[src/rtl/dmem_arb_pkg.sv]
// dmem_arb_pkg: shared types for the data-memory arbiter (FSM states, read owner, request bundle)
package dmem_arb_pkg;
  localparam int DM_AW = 9;
  localparam int DW = 32;
  typedef enum logic {PRI_CPU, PRI_DBG} arb_state_e;
  typedef enum logic [1:0] {NONE, CPU, DBG} rd_owner_e;
  typedef struct packed {
    logic req;
    logic we;
    logic [DM_AW-1:0] addr;
    logic [DW-1:0] wdata;
    logic [2:0] funct3;
  } dmem_req_t;
endpackage

[src/rtl/arb_starve_ctr.sv]
// arb_starve_ctr: saturating 4-bit count of consecutive denied DBG cycles
// ports: clk, reset (async, active-high), inc/clr controls, hit = count is one short of MAX
module arb_starve_ctr #(
  parameter int MAX = 4
) (
  input  logic clk,
  input  logic reset,
  input  logic inc,
  input  logic clr,
  output logic hit
);
  localparam logic [3:0] M = 4'(MAX);
  logic [3:0] sc;
  always_ff @(posedge clk or posedge reset)
    if (reset) sc <= '0;
    else sc <= clr ? '0 : (inc && sc != M) ? sc + 4'd1 : sc;
  assign hit = sc == M - 4'd1;
endmodule

[src/rtl/dmem_arbiter.sv]
// dmem_arbiter: shares the data-memory port between CPU MEM stage and DBG master
// ports: clk, reset (async, active-high); cpu_*/dbg_* request payloads in, gnt/rvalid/rdata out;
//        mem_* drive datamemory, mem_rdata returns one cycle after mem_rd; stall feeds hazard unit
module dmem_arbiter
  import dmem_arb_pkg::*;
#(
  parameter int DM_ADDRESS = DM_AW,
  parameter int DATA_W = DW,
  parameter int STARVE_MAX = 4
) (
  input  logic                  clk,
  input  logic                  reset,
  input  logic                  cpu_req,
  input  logic                  cpu_we,
  input  logic [DM_ADDRESS-1:0] cpu_addr,
  input  logic [DATA_W-1:0]     cpu_wdata,
  input  logic [2:0]            cpu_funct3,
  output logic                  cpu_gnt,
  output logic                  cpu_rvalid,
  output logic [DATA_W-1:0]     cpu_rdata,
  input  logic                  dbg_req,
  input  logic                  dbg_we,
  input  logic [DM_ADDRESS-1:0] dbg_addr,
  input  logic [DATA_W-1:0]     dbg_wdata,
  input  logic [2:0]            dbg_funct3,
  output logic                  dbg_gnt,
  output logic                  dbg_rvalid,
  output logic [DATA_W-1:0]     dbg_rdata,
  output logic                  mem_rd,
  output logic                  mem_wr,
  output logic [DM_ADDRESS-1:0] mem_addr,
  output logic [DATA_W-1:0]     mem_wdata,
  output logic [2:0]            mem_funct3,
  input  logic [DATA_W-1:0]     mem_rdata,
  output logic                  stall
);
  arb_state_e state;
  rd_owner_e rd_owner;
  logic hit;
  dmem_req_t cpu_r, dbg_r, sel;
  assign cpu_r = '{cpu_req, cpu_we, cpu_addr, cpu_wdata, cpu_funct3};
  assign dbg_r = '{dbg_req, dbg_we, dbg_addr, dbg_wdata, dbg_funct3};
  // grants are masked during reset so no memory enable escapes while reset is high
  assign cpu_gnt = !reset && cpu_req && (state == PRI_CPU || !dbg_req);
  assign dbg_gnt = !reset && dbg_req && (state == PRI_DBG || !cpu_req);
  assign sel = cpu_gnt ? cpu_r : dbg_gnt ? dbg_r : '0;
  assign mem_rd = sel.req && !sel.we;
  assign mem_wr = sel.req && sel.we;
  assign mem_addr = sel.addr;
  assign mem_wdata = sel.wdata;
  assign mem_funct3 = sel.funct3;
  assign stall = cpu_req && !cpu_gnt;
  assign cpu_rvalid = rd_owner == CPU;
  assign dbg_rvalid = rd_owner == DBG;
  assign cpu_rdata = cpu_rvalid ? mem_rdata : '0;
  assign dbg_rdata = dbg_rvalid ? mem_rdata : '0;
  arb_starve_ctr #(.MAX(STARVE_MAX)) u_ctr (
    .clk(clk),
    .reset(reset),
    .inc(dbg_req && !dbg_gnt),
    .clr(dbg_gnt || !dbg_req),
    .hit(hit)
  );
  always_ff @(posedge clk or posedge reset)
    if (reset) begin
      state <= PRI_CPU;
      rd_owner <= NONE;
    end else begin
      rd_owner <= !mem_rd ? NONE : cpu_gnt ? CPU : DBG;
      // a DBG denial on the last allowed cycle hands priority to DBG for one grant
      state <= state == PRI_CPU ? ((hit && dbg_req && !dbg_gnt) ? PRI_DBG : PRI_CPU)
                                : ((dbg_gnt || !dbg_req) ? PRI_CPU : PRI_DBG);
    end
endmodule

[config.mk]
export PLATFORM = sky130hd
export DESIGN_NAME = dmem_arbiter
export DESIGN_NICKNAME = d
export VERILOG_FILES = /design/src/rtl/dmem_arb_pkg.sv /design/src/rtl/arb_starve_ctr.sv /design/src/rtl/dmem_arbiter.sv
export SDC_FILE = /design/constraint.sdc
export NUM_CORES = 1
export LEC_CHECK = 0
export CAP_MARGIN = 30
export CORE_MARGIN = 4
export CORE_UTILIZATION = 21
export DETAILED_ROUTE_END_ITERATION = 7
export GPL_TIMING_DRIVEN = 0
export HOLD_SLACK_MARGIN = 0.15
export PLACE_DENSITY = 0.91
export SLEW_MARGIN = 20
export SYNTH_ARGS = -nofsm -noshare
export SYNTH_HDL_FRONTEND = slang
export SYNTH_HIERARCHICAL = 1
export SYNTH_SLANG_ARGS = --single-unit
[constraint.sdc]
create_clock -name clk -period 1.7 [get_ports clk]
set_input_delay 0.17 -clock clk [delete_from_list [all_inputs] [get_ports clk]]
set_output_delay 0.17 -clock clk [all_outputs]
set_load 0.01 [all_outputs]
==> flow_summary.json <==
{
  "place_inst": 562,
  "cts.htree.levels": 1,
  "min_period_ns": 1.74,
  "grt_pass1_vias": 2840,
  "crit_arrival_ns": 1.89,
  "die-area_mm2": 0.00870,
  "worst_pin_slew_ns": 0.456,
  "power_mw": 1.28,
  "hold_slack_ns": 0.497,
  "ff2ff_setup_slack_ns": -0.04,
  "overflow": 0,
  "stdcell_count": 586,
  "cts_root_buf": "clkbuf_8",
  "fin_crit_sh_pct": 103,
  "cap_violations": 0,
  "drt_iter0_markers": 51,
  "critical_path.startpoint": "state",
  "drv_slew": 0,
  "grtUsageTotal_pct": 20.6,
  "hold_viol_final": 0,
  "port_buffers": 240,
  "syn_area_per_cell_um2": 6.75,
  "fillers": 635,
  "final_common_cell": "clkdlybuf4s50_1",
  "syn_nets": 354,
  "antenna_found_initial": 1,
  "ant_nets": 0,
  "cp-end-kind": "register",
  "regArea_um2": 176,
  "drc_errors": 0,
  "syn-instance-count": 226,
  "r2r-end": "u_ctr/sc[3]",
  "fin_nets": 618,
  "synth_edf_count": 0,
  "cts_buffers": 3,
  "vias": 2819,
  "dpl.hpwl_mm": 8.13,
  "worst_setup_path_start_kind": "register",
  "crit_fanout": 9,
  "clock_latency_ns": 0.23,
  "rows": 30,
  "setup_violations": 19,
  "path_class": "register to register",
  "chipWidth_um": 93.3,
  "grt_pass1_wl_mm": 14.3,
  "ys_seq_area_share_pct": 11.5,
  "grt_max_degree": 11,
  "rr_worst_depth": 7,
  "cts_tree": "done",
  "core_area_mm2": 0.00694,
  "final_cell_mix": "123 x clkdlybuf4s50_1, 64 x and2_1, 52 x nor2_1",
  "ys_seq_elements": 7,
  "setup-tns-final_ns": -0.277,
  "ios": 241,
  "clockBufferDepth": 2,
  "grt_setup_unrepaired": "yes",
  "rr_startpoint": "state",
  "drt_pre_antenna_iters": 4,
  "gp_congestion": 0.838,
  "max_freq_mhz": 573,
  "die_y_um": 93.3,
  "ir_worst_vdd_mv": 0.231,
  "synth_async_sr_flop_share_pct": 100,
  "clkTransAtPathRegs_ns": 0.04,
  "status": "finished with violations",
  "layout-drive-gt1-share_pct": 29.7,
  "clock_sinks": 7,
  "required_ns": 1.85,
  "finalClockSkew_ns": 0.00811,
  "avgViaCountPerCell": 4.81,
  "drt_wl_total_mm": 10.2,
  "netlist_area_mm2": 0.00153,
  "finalWorstSetupSlack_ns": -0.0443,
  "syn_to_final_growth_pct": 179,
  "p_leak_nw": 2.16,
  "ys.flop_type": "dfrtp_1",
  "violations": "negative setup slack",
  "max_slew_margin_pct": 69.6,
  "yosysUniqueCellTypes": 25,
  "crit_end": "u_ctr/sc[3]",
  "multiInputGateArea_mm2": 0.00142,
  "start_util_pct": 22.0,
  "yosysWarnings": 6,
  "hold_path.class": "input pin to register",
  "powerDensity_mw_per_mm2": 300,
  "drt-wirelength-per-cell_um": 17.4
}
critical path: stages, from the launching register on:
cell and delay [ns]:
dfrtp_2 0.44, nand2b_4 0.17, buf_12 0.15, a21bo_4 0.22, inv_4 0.06, nand4_1 0.12, or3_1 0.36, a21oi_2 0.14
timing repair:
item / in CTS / in global routing
pin swaps: 20 / 19
gates cloned: 2 / 2
endpoints found under the hold margin: 7 / 0
hold buffers: 2 / 0
setup endpoints to repair: 118 / 76
gates resized for setup: 283 / 91
buffers inserted: 9 / 4
layer usage:
metal / wire length [um] / global-route usage (%)
met1: 3460 / 20.1
met3: 895 / 4.67
met5: 0 / 0
met2: 5560 / 41.1
met4: 275 / 7.57
where the power goes:
| group | total, mW | switching, mW | internal (mW) |
|---|---|---|---|
| clock | 0.235 | 0.0722 | 0.162 |
| combinational | 0.869 | 0.356 | 0.513 |
| sequential | 0.176 | 0.00423 | 0.172 |
how the worst min path moves through the flow:
stage	cells past startpoint	start	end	slack, ns
floorplan	1	reset	u_ctr/sc[0]	-0.06
CTS	2	cpu_we	rd_owner[0]	0.57
detailed placement	2	reset	u_ctr/sc[0]	0.54
global placement	2	reset	u_ctr/sc[2]	0.53
global route	4	dbg_req	rd_owner[1]	0.53
finish	4	dbg_req	rd_owner[1]	0.50
registers in the layout, summed over array words and instances, names as in the netlist:
name / flops
rd_owner: 2
state: 1
u_ctr/sc: 4
layout make-up:
cell class	instances	share of cell area [%]
Buffer	25	5.51
Antenna cell	1	0.0587
Multi-Input combinational cell	188	33.4
Tap cell	96	2.82
Inverter	6	0.587
Clock buffer	4	1.06
Sequential cell	7	4.14
Timing Repair Buffer	259	52.5
metrics by stage:
stage	instance area [um^2]	setup WS (ns)	util (%)
after floorplan	1530	0.00347	-
after global placement	4050	-0.580	58.4
after detailed placement	4050	-0.626	58.4
after CTS	4130	-0.157	59.5
after global routing	4270	-0.0941	61.4
final	4270	-0.0443	61.4
cells by family after synthesis:
group / share of synthesized area [%]
compound gates: 29.8
fa+ha+maj: 1.64
buf+inv: 10.7
flops: 11.5
mux: 1.39
simple gates: 45.1
cell usage after synthesis, types with 2 or more instances:
master	number	area [um^2]
a21oi_1	3	15.0
a32oi_1	45	394
and2_1	64	400
buf_2	13	65.1
buf_6	4	45.0
clkbuf_1	8	30.0
dfrtp_1	7	175
ha_1	2	25.0
inv_1	6	22.5
nand2_1	2	7.51
nand2b_1	3	18.8
nor2_1	52	195
nor2b_1	4	25.0
nor3_1	2	10.0
(Power assumes the default switching activity.)
